===== src/rtl/duck_flight_ctrl.sv =====
// Duck position generator: bouncing LFSR-perturbed flight while hunting,
// freeze on hit, fall below the grass line, respawn on the next hunt.
module duck_flight_ctrl #(
  parameter int unsigned SCREEN_W   = 1024,
  parameter int unsigned GROUND_Y   = 600,
  parameter int unsigned DUCK_W     = 96,
  parameter int unsigned DUCK_H     = 60,
  parameter int unsigned STEP_TICKS = 650_000,
  parameter int unsigned X_STEP     = 4,
  parameter int unsigned Y_STEP     = 3,
  parameter int unsigned FALL_STEP  = 6,
  parameter int unsigned HIT_STEPS  = 50,
  parameter int unsigned START_X    = 464,
  parameter int unsigned START_Y    = 520,
  parameter logic [15:0] LFSR_SEED  = 16'hACE1
) (
  input  logic        clk,
  input  logic        rst,
  input  logic        hunt_start,
  input  logic        duck_killed,
  output logic [11:0] duck_xpos,
  output logic [11:0] duck_ypos,
  output logic        duck_face_right,
  output logic        duck_falling,
  output logic        duck_visible,
  output logic        duck_landed
);

  localparam int unsigned CNT_W = (STEP_TICKS > 1) ? $clog2(STEP_TICKS) : 1;
  localparam logic signed [12:0] X_MAX = 13'(SCREEN_W - DUCK_W);
  localparam logic signed [12:0] Y_MAX = 13'(GROUND_Y - DUCK_H);

  typedef enum logic [2:0] {IDLE, FLYING, HIT, FALLING, DOWN} state_t;

  state_t             state, state_n;
  logic [CNT_W-1:0]   tick_cnt;
  logic [7:0]         step_cnt, step_cnt_n;
  logic [15:0]        lfsr;
  logic               hunt_prev, vert_up, vert_up_n, face_n, landed_n;
  logic [11:0]        x_n, y_n;
  logic               step, hunt_rise;
  logic signed [12:0] x_t, y_t;
  logic [12:0]        y_f;

  assign step      = (tick_cnt == CNT_W'(STEP_TICKS - 1));
  assign hunt_rise = hunt_start & ~hunt_prev;

  always_comb begin
    state_n    = state;
    x_n        = duck_xpos;
    y_n        = duck_ypos;
    face_n     = duck_face_right;
    vert_up_n  = vert_up;
    step_cnt_n = step_cnt;
    landed_n   = 1'b0;
    x_t        = '0;
    y_t        = '0;
    y_f        = {1'b0, duck_ypos} + 13'(FALL_STEP);
    case (state)
      IDLE, DOWN: begin
        if (hunt_rise) begin
          state_n    = FLYING;
          x_n        = 12'(START_X);
          y_n        = 12'(START_Y);
          face_n     = lfsr[0];
          vert_up_n  = 1'b1;
          step_cnt_n = '0;
        end
      end
      FLYING: begin
        if (duck_killed) begin
          state_n    = HIT;
          step_cnt_n = '0;
        end else if (hunt_start && step) begin
          x_t = duck_face_right ? $signed({1'b0, duck_xpos}) + $signed(13'(X_STEP))
                                : $signed({1'b0, duck_xpos}) - $signed(13'(X_STEP));
          if (x_t < 13'sd0) begin
            x_n    = '0;
            face_n = 1'b1;
          end else if (x_t > X_MAX) begin
            x_n    = X_MAX[11:0];
            face_n = 1'b0;
          end else begin
            x_n = x_t[11:0];
          end
          y_t = vert_up ? $signed({1'b0, duck_ypos}) - $signed(13'(Y_STEP))
                        : $signed({1'b0, duck_ypos}) + $signed(13'(Y_STEP));
          if (y_t < 13'sd0) begin
            y_n       = '0;
            vert_up_n = 1'b0;
          end else if (y_t > Y_MAX) begin
            y_n       = Y_MAX[11:0];
            vert_up_n = 1'b1;
          end else begin
            y_n = y_t[11:0];
          end
          // Random wobble applied after the bounce so it may override it
          if (step_cnt[3:0] == 4'hF) vert_up_n = vert_up_n ^ lfsr[1];
          step_cnt_n = step_cnt + 8'd1;
        end
      end
      HIT: begin
        if (step) begin
          if (step_cnt == 8'(HIT_STEPS - 1)) state_n = FALLING;
          else step_cnt_n = step_cnt + 8'd1;
        end
      end
      FALLING: begin
        if (step) begin
          if (y_f >= 13'(GROUND_Y)) begin
            y_n      = 12'(GROUND_Y);
            landed_n = 1'b1;
            state_n  = DOWN;
          end else begin
            y_n = y_f[11:0];
          end
        end
      end
      default: state_n = IDLE;
    endcase
  end

  always_ff @(posedge clk) begin
    if (rst) begin
      state           <= IDLE;
      duck_xpos       <= 12'(START_X);
      duck_ypos       <= 12'(GROUND_Y);
      duck_face_right <= 1'b1;
      vert_up         <= 1'b1;
      duck_falling    <= 1'b0;
      duck_visible    <= 1'b0;
      duck_landed     <= 1'b0;
      tick_cnt        <= '0;
      step_cnt        <= '0;
      hunt_prev       <= 1'b0;
      lfsr            <= LFSR_SEED;
    end else begin
      state           <= state_n;
      duck_xpos       <= x_n;
      duck_ypos       <= y_n;
      duck_face_right <= face_n;
      vert_up         <= vert_up_n;
      duck_falling    <= (state_n == HIT) || (state_n == FALLING);
      duck_visible    <= (state_n != IDLE);
      duck_landed     <= landed_n;
      tick_cnt        <= step ? '0 : tick_cnt + CNT_W'(1);
      step_cnt        <= step_cnt_n;
      hunt_prev       <= hunt_start;
      lfsr            <= {1'b0, lfsr[15:1]} ^ (lfsr[0] ? 16'hB400 : 16'h0000);
    end
  end

endmodule


===== config.mk =====
export PLATFORM = sky130hd
export DESIGN_NAME = duck_flight_ctrl
export DESIGN_NICKNAME = d
export VERILOG_FILES = /design/src/rtl/duck_flight_ctrl.sv
export SDC_FILE = /design/constraint.sdc
export NUM_CORES = 1
export LEC_CHECK = 0
export ABC_AREA = 0
export CAP_MARGIN = 20
export CORE_ASPECT_RATIO = 0.75
export CORE_UTILIZATION = 25
export CTS_CLUSTER_SIZE = 28
export DETAILED_ROUTE_END_ITERATION = 8
export GPL_ROUTABILITY_DRIVEN = 0
export PLACE_DENSITY = 0.49
export SLEW_MARGIN = 20
export SYNTH_ARGS = -nofsm -noshare
export SYNTH_HDL_FRONTEND = slang
export SYNTH_SLANG_ARGS = --single-unit

===== constraint.sdc =====
create_clock -name clk -period 3.5 [get_ports clk]
set_input_delay 1.05 -clock clk [delete_from_list [all_inputs] [get_ports clk]]
set_output_delay 1.05 -clock clk [all_outputs]
set_load 0.05 [all_outputs]

Yosys cells after proc, flatten, opt, wreduce, memory -nomap -nowiden
Cells that the tools add are included.
{"block": "totals", "inputBits": 4, "ff_bits": 77, "output_inout_bits": 28, "elab_cells": 108}
{"block": "classes", "addsub": 7, "reduce_logical": 14, "mux": 47, "n_lt_le_gt_ge": 5, "n_bitwise": 6, "n_eq_ne": 17}
{"op": "12-bit 2-to-1 mux", "n": 12}
{"op": "8-bit 2-to-1 mux", "n": 5}
{"op": "12-bit one-hot mux with 3 select lines", "n": 1}
{"op": "12-bit by 3-bit adder with 13-bit output, second input constant", "n": 2}
{"op": "13-bit by 11-bit > comparator with 1-bit output, second input constant", "n": 2}
{"op": "13-bit by 1-bit < comparator with 1-bit output, second input constant", "n": 2}
{"op": "13-bit 2-to-1 mux", "n": 2}
{"op": "12-bit one-hot mux with 2 select lines", "n": 1}
{"op": "8-bit one-hot mux with 3 select lines", "n": 1}
{"op": "20-bit by 1-bit adder with 20-bit output, second input constant", "n": 1}
{"op": "20-bit equality test, second input constant", "n": 1}
{"op": "3-bit 2-to-1 mux", "n": 6}
{"op": "16-bit 2-to-1 mux", "n": 1}
{"op": "15-bit by 16-bit XOR with 16-bit output", "n": 1}
{"op": "1-bit 2-to-1 mux", "n": 15}
{"op": "5-bit AND reduction", "n": 3}
{"op": "12-bit by 2-bit adder with 13-bit output, second input constant", "n": 1}
{"op": "13-bit by 10-bit >= comparator with 1-bit output, second input constant", "n": 1}
{"op": "12-bit by 2-bit subtractor with 13-bit output, second input constant", "n": 1}
{"op": "12-bit by 3-bit subtractor with 13-bit output, second input constant", "n": 1}
{"op": "3-bit by 2-bit equality test with 1-bit output, second input constant", "n": 4}
{"op": "2-bit inequality test, second input constant", "n": 6}
{"op": "3-bit one-hot mux with 4 select lines", "n": 1}
{"op": "3-bit nonzero test", "n": 3}
{"op": "17 further kinds", "n": 22}

Depth between registers and ports, before layout
Gate-level depths: netlist (run 1).
{"block": "logic_depth", "word_depth": 13, "depth_mapped": 11, "mapped_depth_nobuf": 10}

Least setup slack after synthesis (run 1)
No wires, ideal clock.
{"block": "synth_path", "path_kind": "flip-flop to flip-flop", "from": "register duck_face_right", "to": "register duck_xpos[4]", "t_required_ns": 3.421, "slack_ns": 0.115, "t_arrival_ns": 3.306, "setup_ns": 0.079, "path_buffers": 0, "synth_period_minus_slack_ns": 3.385, "path_stages_with_launch": 11, "path_cell_list": "dfxtp_1 > inv_1 > fa_1 > a21o_1 > a21oi_1 > o21ai_1 > a31o_2 > a21oi_1 > xnor2_1 > or4_1 > a22oi_1"}
{"block": "synth_between", "elab_chain_len": 7, "word_cells_on_any_way": 8, "cone_classes": "order compare (2); mux (6)"}
{"element": "start, declared", "line_no": "23", "rtl": "output logic duck_face_right,"}
{"element": "start signal, assigned", "line_no": "141", "rtl": "duck_face_right <= face_n;"}
{"element": "13-bit 2-to-1 mux *", "line_no": "75", "rtl": "x_t = duck_face_right ? $signed({1'b0, duck_xpos}) + $signed(13'(X_STEP))"}
{"element": "13-bit by 11-bit > comparator with 1-bit output", "line_no": "80", "rtl": "end else if (x_t > X_MAX) begin"}
{"element": "12-bit 2-to-1 mux", "line_no": "80"}
{"element": "12-bit 2-to-1 mux *", "line_no": "77", "rtl": "if (x_t < 13'sd0) begin"}
{"element": "12-bit 2-to-1 mux *", "line_no": "74", "rtl": "end else if (hunt_start && step) begin"}
{"element": "12-bit 2-to-1 mux *", "line_no": "71", "rtl": "if (duck_killed) begin"}
{"element": "12-bit one-hot mux with 2 select lines *", "line_no": "59", "rtl": "case (state)"}
{"element": "end signal, assigned", "line_no": "126", "rtl": "duck_xpos <= 12'(START_X);"}
{"element": "end signal, assigned", "line_no": "139", "rtl": "duck_xpos <= x_n;"}
{"element": "end, declared", "line_no": "21", "rtl": "output logic [11:0] duck_xpos,"}
Every way passes the cells marked *; elsewhere a longest branch is shown, timed or not. The select of a mux whose other input is x is not followed.
A chain may end at the register's enable or synchronous reset.

Worst setup path after layout (run 1)
Ends and elaborated chain as after synthesis.

==> results.py, run 1 <==
metrics = {
    "critical_path": {
        "crit_required_ns": 3.75,
        "arrival_ns": 3.50,
        "crit_fanout": 5,
        "start_kind": "flop",
        "crit_type": "flop to flop",
        "cp-end-kind": "flop",
    },
    "global_routing": {
        "grt_max_degree": 55,
        "overflow": 0,
        "grt_pass1_vias": 3823,
        "grt_pass1_wl_um": 19400,
        "antenna_found_initial": 0,
        "grt_usage_pct": 12.6,
    },
    "clocking": {
        "clkTransAtPathRegs_ns": 0.06,
        "cts_sinks": 75,
        "clock_latency_ns": 0.34,
        "root_buffer": "clkbuf_16",
        "cts_tree": "yes",
        "postCtsSetupRepairBufs": 0,
        "cts_resized": 0,
        "cts-hold-fix-buffers": 0,
        "numCtsBuffers": 9,
        "h-tree-depth": 3,
        "cts_buffer_depth": 2,
    },
    "sta": {
        "worst_pin_slew_ns": 0.924,
        "relSlewSlack_pct": 38.4,
        "hold_viol": 0,
        "finalSetupTns_ns": 0,
        "holdWs_ns": 0.408,
        "slew_viol_final": 0,
        "fmax_mhz": 308,
        "fin_crit_ns": 3.24,
        "rsz0062_at_grt": "false",
        "fin_worst_skew_ns": 0.00951,
        "setup_viol": 0,
        "fin_crit_sh_pct": 92.7,
    },
    "synthesis": {
        "synth_edf_count": 0,
        "postSynthCellCount": 546,
        "syn-cell-area_sq_mm": 0.00461,
        "synth_common_cells": "dfxtp_1, nor2_1, nand2_1",
        "synth_top_cells_by_area": "dfxtp_1, ha_1, nor2_1, xor2_1, xnor2_1",
        "synth_warnings": 0,
        "yosys_most_used_dff": "dfxtp_1",
        "synth_top_cell_area_share_pct": 32.6,
        "synth.distinct_cells": 70,
        "seq_area_frac_synth_pct": 32.6,
        "synth-seq-cells": 75,
        "yosysTopAreaCell": "dfxtp_1",
        "synth_most_common_cell": "dfxtp_1",
        "avgSynthCellArea_sq_um": 8.45,
        "ys_async_sr_fraction_pct": 0,
    },
    "detailed_routing": {
        "via_count": 4160,
        "vias_per_cell": 5.04,
        "initialDrtViolationCount": 169,
        "drtPass1Iterations": 4,
        "wire_per_inst_um": 14.3,
        "finalWirelength_um": 11800,
        "postRouteAntennaNets": 0,
        "drcViolationCount": 0,
    },
    "floorplanning": {
        "rows": 42,
        "die-width_um": 159,
        "die-height_um": 120,
        "coreArea_sq_mm": 0.0179,
        "fp.dieArea_sq_mm": 0.0190,
        "start_util_pct": 25.8,
        "pin_count": 32,
    },
    "pwr": {
        "switching_share_pct": 33.8,
        "netSwitchingPower_uw": 906,
        "p_per_area_mw_per_mm2": 487,
        "p_leak_uw": 0.00213,
        "intPower_uw": 1780,
        "clkPwrFrac_pct": 34.4,
        "peakVddDrop_mv": 0.231,
        "comb_power_share_pct": 30.2,
        "seqPwrFrac_pct": 35.5,
    },
    "placed_design": {
        "placed_area_sq_mm": 0.00521,
        "numPortBuffers": 29,
        "dp_hpwl_um": 8730,
    },
    "layout": {
        "area_growth_pct": 19.3,
        "drive_gt1_share_pct": 7.55,
        "nNetsFinal": 610,
        "fin_area_sq_mm": 0.00550,
        "antennaDiodeCount": 0,
    },
    "status": {
        "status": "finished clean",
    },
    "job": {
        "drv_cap": 0,
    },
    "worst_hold_path": {
        "hp-class": "flop to flop",
    },
}
## worst paths after layout
check | startpoint | endpoint | slack (ns) | depth (start not counted)
worst min-delay path | lfsr[6] | lfsr[5] | 0.41 | 1
worst min register to register | lfsr[6] | lfsr[5] | 0.41 | 1
worst max-delay path | duck_face_right | duck_xpos[4] | 0.26 | 10
worst max register to register | duck_face_right | duck_xpos[4] | 0.26 | 10
## kinds of logic after synthesis
logic type / Yosys count / share of synthesized area (%)
and+or+nand+nor: 223 / 25.5
buffers and inverters: 38 / 3.26
adders and majority gates: 28 / 7.92
AOI/OAI and AO/OA: 129 / 20.6
other: 1 / 0.0813
muxes: 7 / 1.52
xor gates and xnor gates: 45 / 8.55
DFF: 75 / 32.6
## placed cells by master (no fill, tap or decap), drive strengths merged, types with 6 or more instances in the layout
cell	n
and3	10
clkdlybuf4s50	28
clkbuf	12
inv	17
or2	9
a21oi	29
nor3	17
ha	26
dfxtp	75
nand2	30
nand3b	7
mux2i	7
o21bai	6
nor3b	6
nand2b	12
nand3	21
nand4	8
xor2	23
xnor2	22
buf	13
a21o	13
o21ai	14
nor2b	13
o21a	6
a211oi	12
nor2	64
## power groups by stage
stage / clock network, uW / logic (uW) / registers, uW
after floorplan: 0 / 520 / 1030
after global placement: 0 / 789 / 968
after detailed placement: 0 / 797 / 969
after CTS: 951 / 804 / 951
after global routing: 988 / 888 / 959
final: 922 / 809 / 951
## flip-flops by register name, summed over array words and instances (netlist names)
register / count
duck_face_right: 1
duck_falling: 1
duck_landed: 1
duck_visible: 1
duck_xpos: 10
duck_ypos: 12
hunt_prev: 1
lfsr: 16
state: 3
step_cnt: 8
tick_cnt: 20
vert_up: 1
## final cells by class
class | instances | area, sq um
Clock buffer | 12 | 246
Tap cell | 242 | 303
Fill cell | 1891 | 12400
Sequential cell | 75 | 1500
Inverter | 17 | 63.8
Timing Repair Buffer | 41 | 375
Multi-Input combinational cell | 434 | 2960
Clock inverter | 4 | 50.0
## metal layers
metal	up-vias	track usage, %	share of wire [%]
met1	1999	18.1	51
li1	2047	-	-
met2	93	18.3	42
met4	0	3.82	1.4
met3	21	3.21	5.5
met5	-	0	0
## stage by stage
stage | power, uW | util [%] | std cells | setup WS [ns]
3_3_place_gp | 1760 | 29.1 | 809 | 0.257
6_report | 2680 | 30.8 | 825 | 0.256
4_1_cts | 2710 | 30.8 | 825 | 0.283
5_1_grt | 2830 | 30.8 | 825 | 0.0530
2_1_floorplan | 1550 | - | 547 | 0.115
3_5_place_dp | 1770 | 29.1 | 809 | 0.216
## worst max-delay path, cell delays in order (launching register included)
cell and delay, ns:
dfxtp_1 0.44, inv_1 0.14, fa_1 0.42, a21o_1 0.20, a21oi_1 0.33, o21ai_1 0.21, a31o_2 0.27, a21oi_1 0.25
xnor2_1 0.19, or4_1 0.54, a22oi_1 0.18
(Power assumes the default switching activity.)
==> run 2: changes to the inputs <==
--- a/config.mk
+++ b/config.mk
@@ -11,9 +11,11 @@
 export CORE_UTILIZATION = 25
 export CTS_CLUSTER_SIZE = 28
 export DETAILED_ROUTE_END_ITERATION = 8
+export DONT_BUFFER_PORTS = 1
 export GPL_ROUTABILITY_DRIVEN = 0
-export PLACE_DENSITY = 0.49
+export PLACE_DENSITY = 0.39
 export SLEW_MARGIN = 20
 export SYNTH_ARGS = -nofsm -noshare
 export SYNTH_HDL_FRONTEND = slang
 export SYNTH_SLANG_ARGS = --single-unit
+export TNS_END_PERCENT = 10
==> run 2 against run 1 <==
Global-route usage increased by 0.81 points. Maximum frequency up 0.31%. Clock-buffer cell count shrank 3. Largest power group unchanged. First-iteration DRC count grew 33%.
==> results.py, run 2 (synthesis gave the netlist of run 1 again) <==
metrics = {
    "status": {
        "status": "finished clean",
    },
    "layout": {
        "layout_common_cells": "dfxtp_1, nor2_1, nand2_1, a21oi_1, buf_4",
        "fin_area_sq_mm": 0.00535,
        "largest_register_ffs": 20,
        "final_common_cell": "dfxtp_1",
        "top_regs": "tick_cnt x20, lfsr x16, duck_ypos x12",
        "drive_gt1_share_pct": 11.0,
        "utilization_pct": 30.0,
        "regMostFlops": "tick_cnt",
        "antennaDiodeCount": 0,
        "area_growth_pct": 16.0,
        "nNetsFinal": 598,
    },
    "sta": {
        "setup_viol": 0,
        "fin_crit_sh_pct": 92.4,
        "relSlewSlack_pct": 51.1,
        "fin_worst_skew_ns": 0.00711,
        "worst_pin_slew_ns": 0.734,
        "fin_crit_ns": 3.23,
        "holdWs_ns": 0.409,
        "hold_viol": 0,
        "fmax_mhz": 309,
        "fin_ws_ns": 0.266,
        "rsz0062_at_grt": "true",
        "slew_viol_final": 0,
    },
    "pwr": {
        "p_per_area_mw_per_mm2": 494,
        "seqPwrFrac_pct": 35.8,
        "switching_share_pct": 36.4,
        "peakVddDrop_mv": 0.206,
        "comb_power_share_pct": 29.4,
        "intPower_uw": 1680,
        "clkPwrFrac_pct": 34.8,
        "finalPower_uw": 2640,
        "p_leak_uw": 0.00211,
        "netSwitchingPower_uw": 963,
    },
    "detailed_routing": {
        "finalWirelength_um": 12200,
        "drcViolationCount": 0,
        "wire_per_inst_um": 15.0,
        "vias_per_cell": 4.88,
        "initialDrtViolationCount": 224,
        "postRouteAntennaNets": 0,
        "via_count": 3970,
        "drtPass1Iterations": 4,
    },
    "critical_path": {
        "cp_num_cells": 10,
        "path_buf_inv": 1,
        "start_kind": "flop",
        "critPathTopFamily": "compound AO/OA/AOI/OAI gates",
        "crit_type": "flop to flop",
        "cp-end-kind": "flop",
        "crit_chain": "buf_4, ha_1, a21o_1, a221oi_4, a2111oi_0, a41oi_1, o2111ai_2, nor3b_2, a221oi_1, a211oi_1",
        "crit_fanout": 15,
        "ff2ff_path_depth": 10,
        "arrival_ns": 3.49,
        "critical-path-slowest-cell": "nor3b_2",
        "crit_required_ns": 3.76,
        "cp_slowest_stage_delay_ns": 0.45,
    },
    "clocking": {
        "cts_buffer_depth": 2,
        "cts_sinks": 75,
        "clock_latency_ns": 0.34,
        "cts_tree": "yes",
        "root_buffer": "clkbuf_16",
        "numCtsBuffers": 9,
        "h-tree-depth": 3,
        "clkTransAtPathRegs_ns": 0.07,
        "postCtsSetupRepairBufs": 0,
    },
    "floorplanning": {
        "fp.dieArea_sq_mm": 0.0190,
        "pin_count": 32,
        "rows": 42,
        "die-width_um": 159,
        "die-height_um": 120,
        "start_util_pct": 25.8,
        "coreArea_sq_mm": 0.0179,
    },
    "global_routing": {
        "grt_max_degree": 55,
        "overflow": 0,
        "grt_usage_pct": 13.4,
        "grt_pass1_wl_um": 20300,
        "antenna_found_initial": 0,
        "grt_pass1_vias": 3801,
    },
    "placed_design": {
        "placement.setup.worst_slack_ns": 0.274,
        "placed_area_sq_mm": 0.00505,
        "dp_hpwl_um": 8960,
        "numPortBuffers": 0,
    },
    "worst_hold_path": {
        "holdPathStages": 1,
        "hp-class": "flop to flop",
    },
    "job": {
        "drv_cap": 0,
    },
}
[run 2: area by class of cell]
class                      count  area, sq um
clock inverter                 7         71.3
fill                        1911        12500
multi-input combinational    434         2970
timing repair buffer          29          218
sequential                    75         1500
clock buffer                   9          225
inverter                      17         63.8
tap                          242          303
[run 2: path summary, 6_finish.rpt]
check,to,slack (ns),from
min reg2reg,lfsr[5],0.41,lfsr[6]
min,lfsr[5],0.41,lfsr[6]
max,duck_ypos[1],0.27,vert_up
max reg2reg,duck_ypos[1],0.27,vert_up
[run 2: per-layer routing]
layer / share of wire [%] / vias to the layer above / GRT usage (%)
met3: 4.9 / 16 / 3.56
met5: 0 / - / 0
li1: - / 2026 / -
met4: 1.3 / 0 / 4.37
met1: 54 / 1854 / 19.7
met2: 40 / 74 / 18.7
[run 2: through the flow]
stage                     setup TNS, ns  cells
after global routing            -0.0155    813
after floorplan                       0    547
after global placement                0    797
final                                 0    813
after detailed placement              0    797
after CTS                             0    813
[run 2: timing repair]
item | in CTS | in global routing
endpoints found under the setup margin | 0 | 2
resized for setup | 0 | 1
hold buffers | 0 | 0
[run 2: power by group through the flow]
| stage | sequential, uW | clock, uW | combinational (uW) |
|---|---|---|---|
| 2_1_floorplan | 1030 | 0 | 520 |
| 3_3_place_gp | 967 | 0 | 769 |
| 3_5_place_dp | 966 | 0 | 764 |
| 4_1_cts | 947 | 958 | 769 |
| 5_1_grt | 953 | 996 | 859 |
| 6_report | 947 | 920 | 777 |
==> run 3: changes to the inputs <==
--- a/config.mk
+++ b/config.mk
@@ -13,9 +13,10 @@
 export DETAILED_ROUTE_END_ITERATION = 8
 export DONT_BUFFER_PORTS = 1
 export GPL_ROUTABILITY_DRIVEN = 0
+export GPL_TIMING_DRIVEN = 0
 export PLACE_DENSITY = 0.39
 export SLEW_MARGIN = 20
 export SYNTH_ARGS = -nofsm -noshare
 export SYNTH_HDL_FRONTEND = slang
 export SYNTH_SLANG_ARGS = --single-unit
-export TNS_END_PERCENT = 10
+export TNS_END_PERCENT = 30
==> run 3 against run 2 <==
Global-route usage up 0.19 points. Clock power up 17%. Maximum frequency down 3.3%. Final cell count down 0.12%. Clock-buffer cell count up 1. Largest cell class unchanged. Largest power group is now the clock network.
==> results.py, run 3 (synthesis gave the netlist of run 1 again) <==
metrics = {
    "detailed_routing": {
        "via_count": 3932,
        "vias_per_cell": 4.84,
        "drcViolationCount": 0,
        "initialDrtViolationCount": 234,
        "wire_per_inst_um": 15.5,
        "postRouteAntennaNets": 0,
        "drtPass1Iterations": 4,
        "finalWirelength_um": 12600,
    },
    "global_routing": {
        "grt_pass1_vias": 3719,
        "antenna_found_initial": 0,
        "grt_pass1_wl_um": 20400,
        "grt_max_degree": 17,
        "overflow": 0,
        "grt_usage_pct": 13.6,
    },
    "placed_design": {
        "dp_hpwl_um": 9390,
        "dpl.cell_count": 789,
        "numPortBuffers": 0,
    },
    "floorplanning": {
        "pin_count": 32,
        "fp.dieArea_sq_mm": 0.0190,
        "die-height_um": 120,
        "start_util_pct": 25.8,
        "rows": 42,
        "coreArea_sq_mm": 0.0179,
        "die-width_um": 159,
    },
    "sta": {
        "hold_viol": 0,
        "rsz0062_at_grt": "false",
        "fin_worst_skew_ns": 0.00713,
        "fmax_mhz": 299,
        "setup_viol": 0,
        "worst_pin_slew_ns": 0.887,
        "fin_crit_ns": 3.34,
        "relSlewSlack_pct": 40.4,
        "fin_crit_sh_pct": 95.6,
        "slew_viol_final": 0,
    },
    "clocking": {
        "cts-hold-fix-buffers": 0,
        "cts_sinks": 75,
        "cts_tree": "yes",
        "h-tree-depth": 3,
        "clkTransAtPathRegs_ns": 0.06,
        "clock_latency_ns": 0.34,
        "numCtsBuffers": 9,
        "root_buffer": "clkbuf_16",
        "cts_buffer_depth": 2,
    },
    "layout": {
        "final_common_cell": "nor2_1",
        "nNetsFinal": 597,
        "layout_common_cells": "nor2_1, dfxtp_1, nand2_1, a21oi_1, ha_1",
        "area_growth_pct": 17.2,
        "utilization_pct": 30.2,
        "fillerInstances": 1909,
        "top_regs": "tick_cnt x20, lfsr x16, duck_ypos x12",
        "regMostFlops": "tick_cnt",
        "largest_register_ffs": 20,
        "stdcell_count": 812,
        "drive_gt1_share_pct": 10.7,
        "register_area_sq_mm": 0.00152,
        "antennaDiodeCount": 0,
        "multi_input_comb_area_sq_mm": 0.00301,
    },
    "pwr": {
        "seqPwrFrac_pct": 36.5,
        "p_leak_uw": 0.00207,
        "peakVddDrop_mv": 0.239,
        "netSwitchingPower_uw": 932,
        "comb_power_share_pct": 25.1,
        "switching_share_pct": 33.0,
        "intPower_uw": 1890,
        "clkPwrFrac_pct": 38.3,
        "finalPower_uw": 2820,
        "p_per_area_mw_per_mm2": 523,
    },
    "critical_path": {
        "ff2ff_path_depth": 9,
        "crit_required_ns": 3.73,
        "start_kind": "flop",
        "arrival_ns": 3.58,
        "cp-end-kind": "flop",
        "crit_fanout": 7,
        "crit_type": "flop to flop",
    },
    "worst_hold_path": {
        "holdPathStages": 1,
        "hp-class": "flop to flop",
    },
    "status": {
        "status": "finished clean",
    },
    "job": {
        "drv_cap": 0,
    },
}
==> run 3: cell types whose count changed in the layout (fill, tap and decap cells not counted), sizes merged <==
cell | previous run | this run
buf | 29 | 11
clkbuf | 9 | 27
inv | 20 | 16
bufinv | 0 | 3
clkinv | 2 | 3
clkinvlp | 2 | 1
==> run 3: stage by stage <==
| step | TNS, ns | hold slack [ns] | instance area [sq um] | setup slack [ns] |
|---|---|---|---|---|
| final | 0 | 0.410 | 5400 | 0.155 |
| after global routing | 0 | 0.421 | 5400 | 0.00875 |
| after CTS | -0.282 | 0.414 | 5290 | -0.0928 |
| after detailed placement | -4.50 | 0.396 | 4920 | -0.493 |
| after global placement | -4.29 | 0.394 | 4920 | -0.463 |
| after floorplan | 0 | 0.389 | 4620 | 0.115 |
==> run 3: per-layer routing <==
layer  vias up  GRT usage (%)  wire length (um)
met2        49           19.8              5180
met1      1854           19.6              6770
met3         2           3.94               577
met5         -              0                 0
li1       2027              -                 -
met4         0           3.03                31
==> run 3: final timing paths <==
check / from / end / slack [ns]
setup / recovery: duck_ypos[5] / vert_up / 0.16
hold / removal: lfsr[12] / lfsr[11] / 0.41
setup reg to reg: duck_ypos[5] / vert_up / 0.16
hold reg to reg: lfsr[12] / lfsr[11] / 0.41
==> run 3: what timing repair did <==
item,in CTS,in global routing
endpoints found under the setup margin,17,16
pin swaps,0,2
setup buffers,1,6
gates resized for setup,7,18
==> run 3: layout make-up <==
class | instances | share of cell area [%]
Buffer | 21 | 1.62
Timing Repair Buffer | 7 | 1.20
Clock inverter | 6 | 2.08
Tap cell | 242 | 5.60
Multi-Input combinational cell | 434 | 55.6
Sequential cell | 75 | 28.2
Clock buffer | 10 | 4.42
Inverter | 17 | 1.25
==> run 3: worst max-delay path, stage by stage (launching register included) <==
cell	delay (ns)
dfxtp_2	0.59
ha_1	0.39
and3_1	0.25
a221oi_4	0.34
a21oi_1	0.13
o21bai_1	0.19
a211oi_2	0.47
o21ai_1	0.16
or4_1	0.52
a31o_1	0.21
==> run 3: power groups by stage <==
stage	combinational, uW	sequential, uW	clock, uW
2_1_floorplan	520	1030	0
3_3_place_gp	665	1050	0
3_5_place_dp	670	1050	0
4_1_cts	678	1030	1120
5_1_grt	790	1040	1150
6_report	709	1030	1080
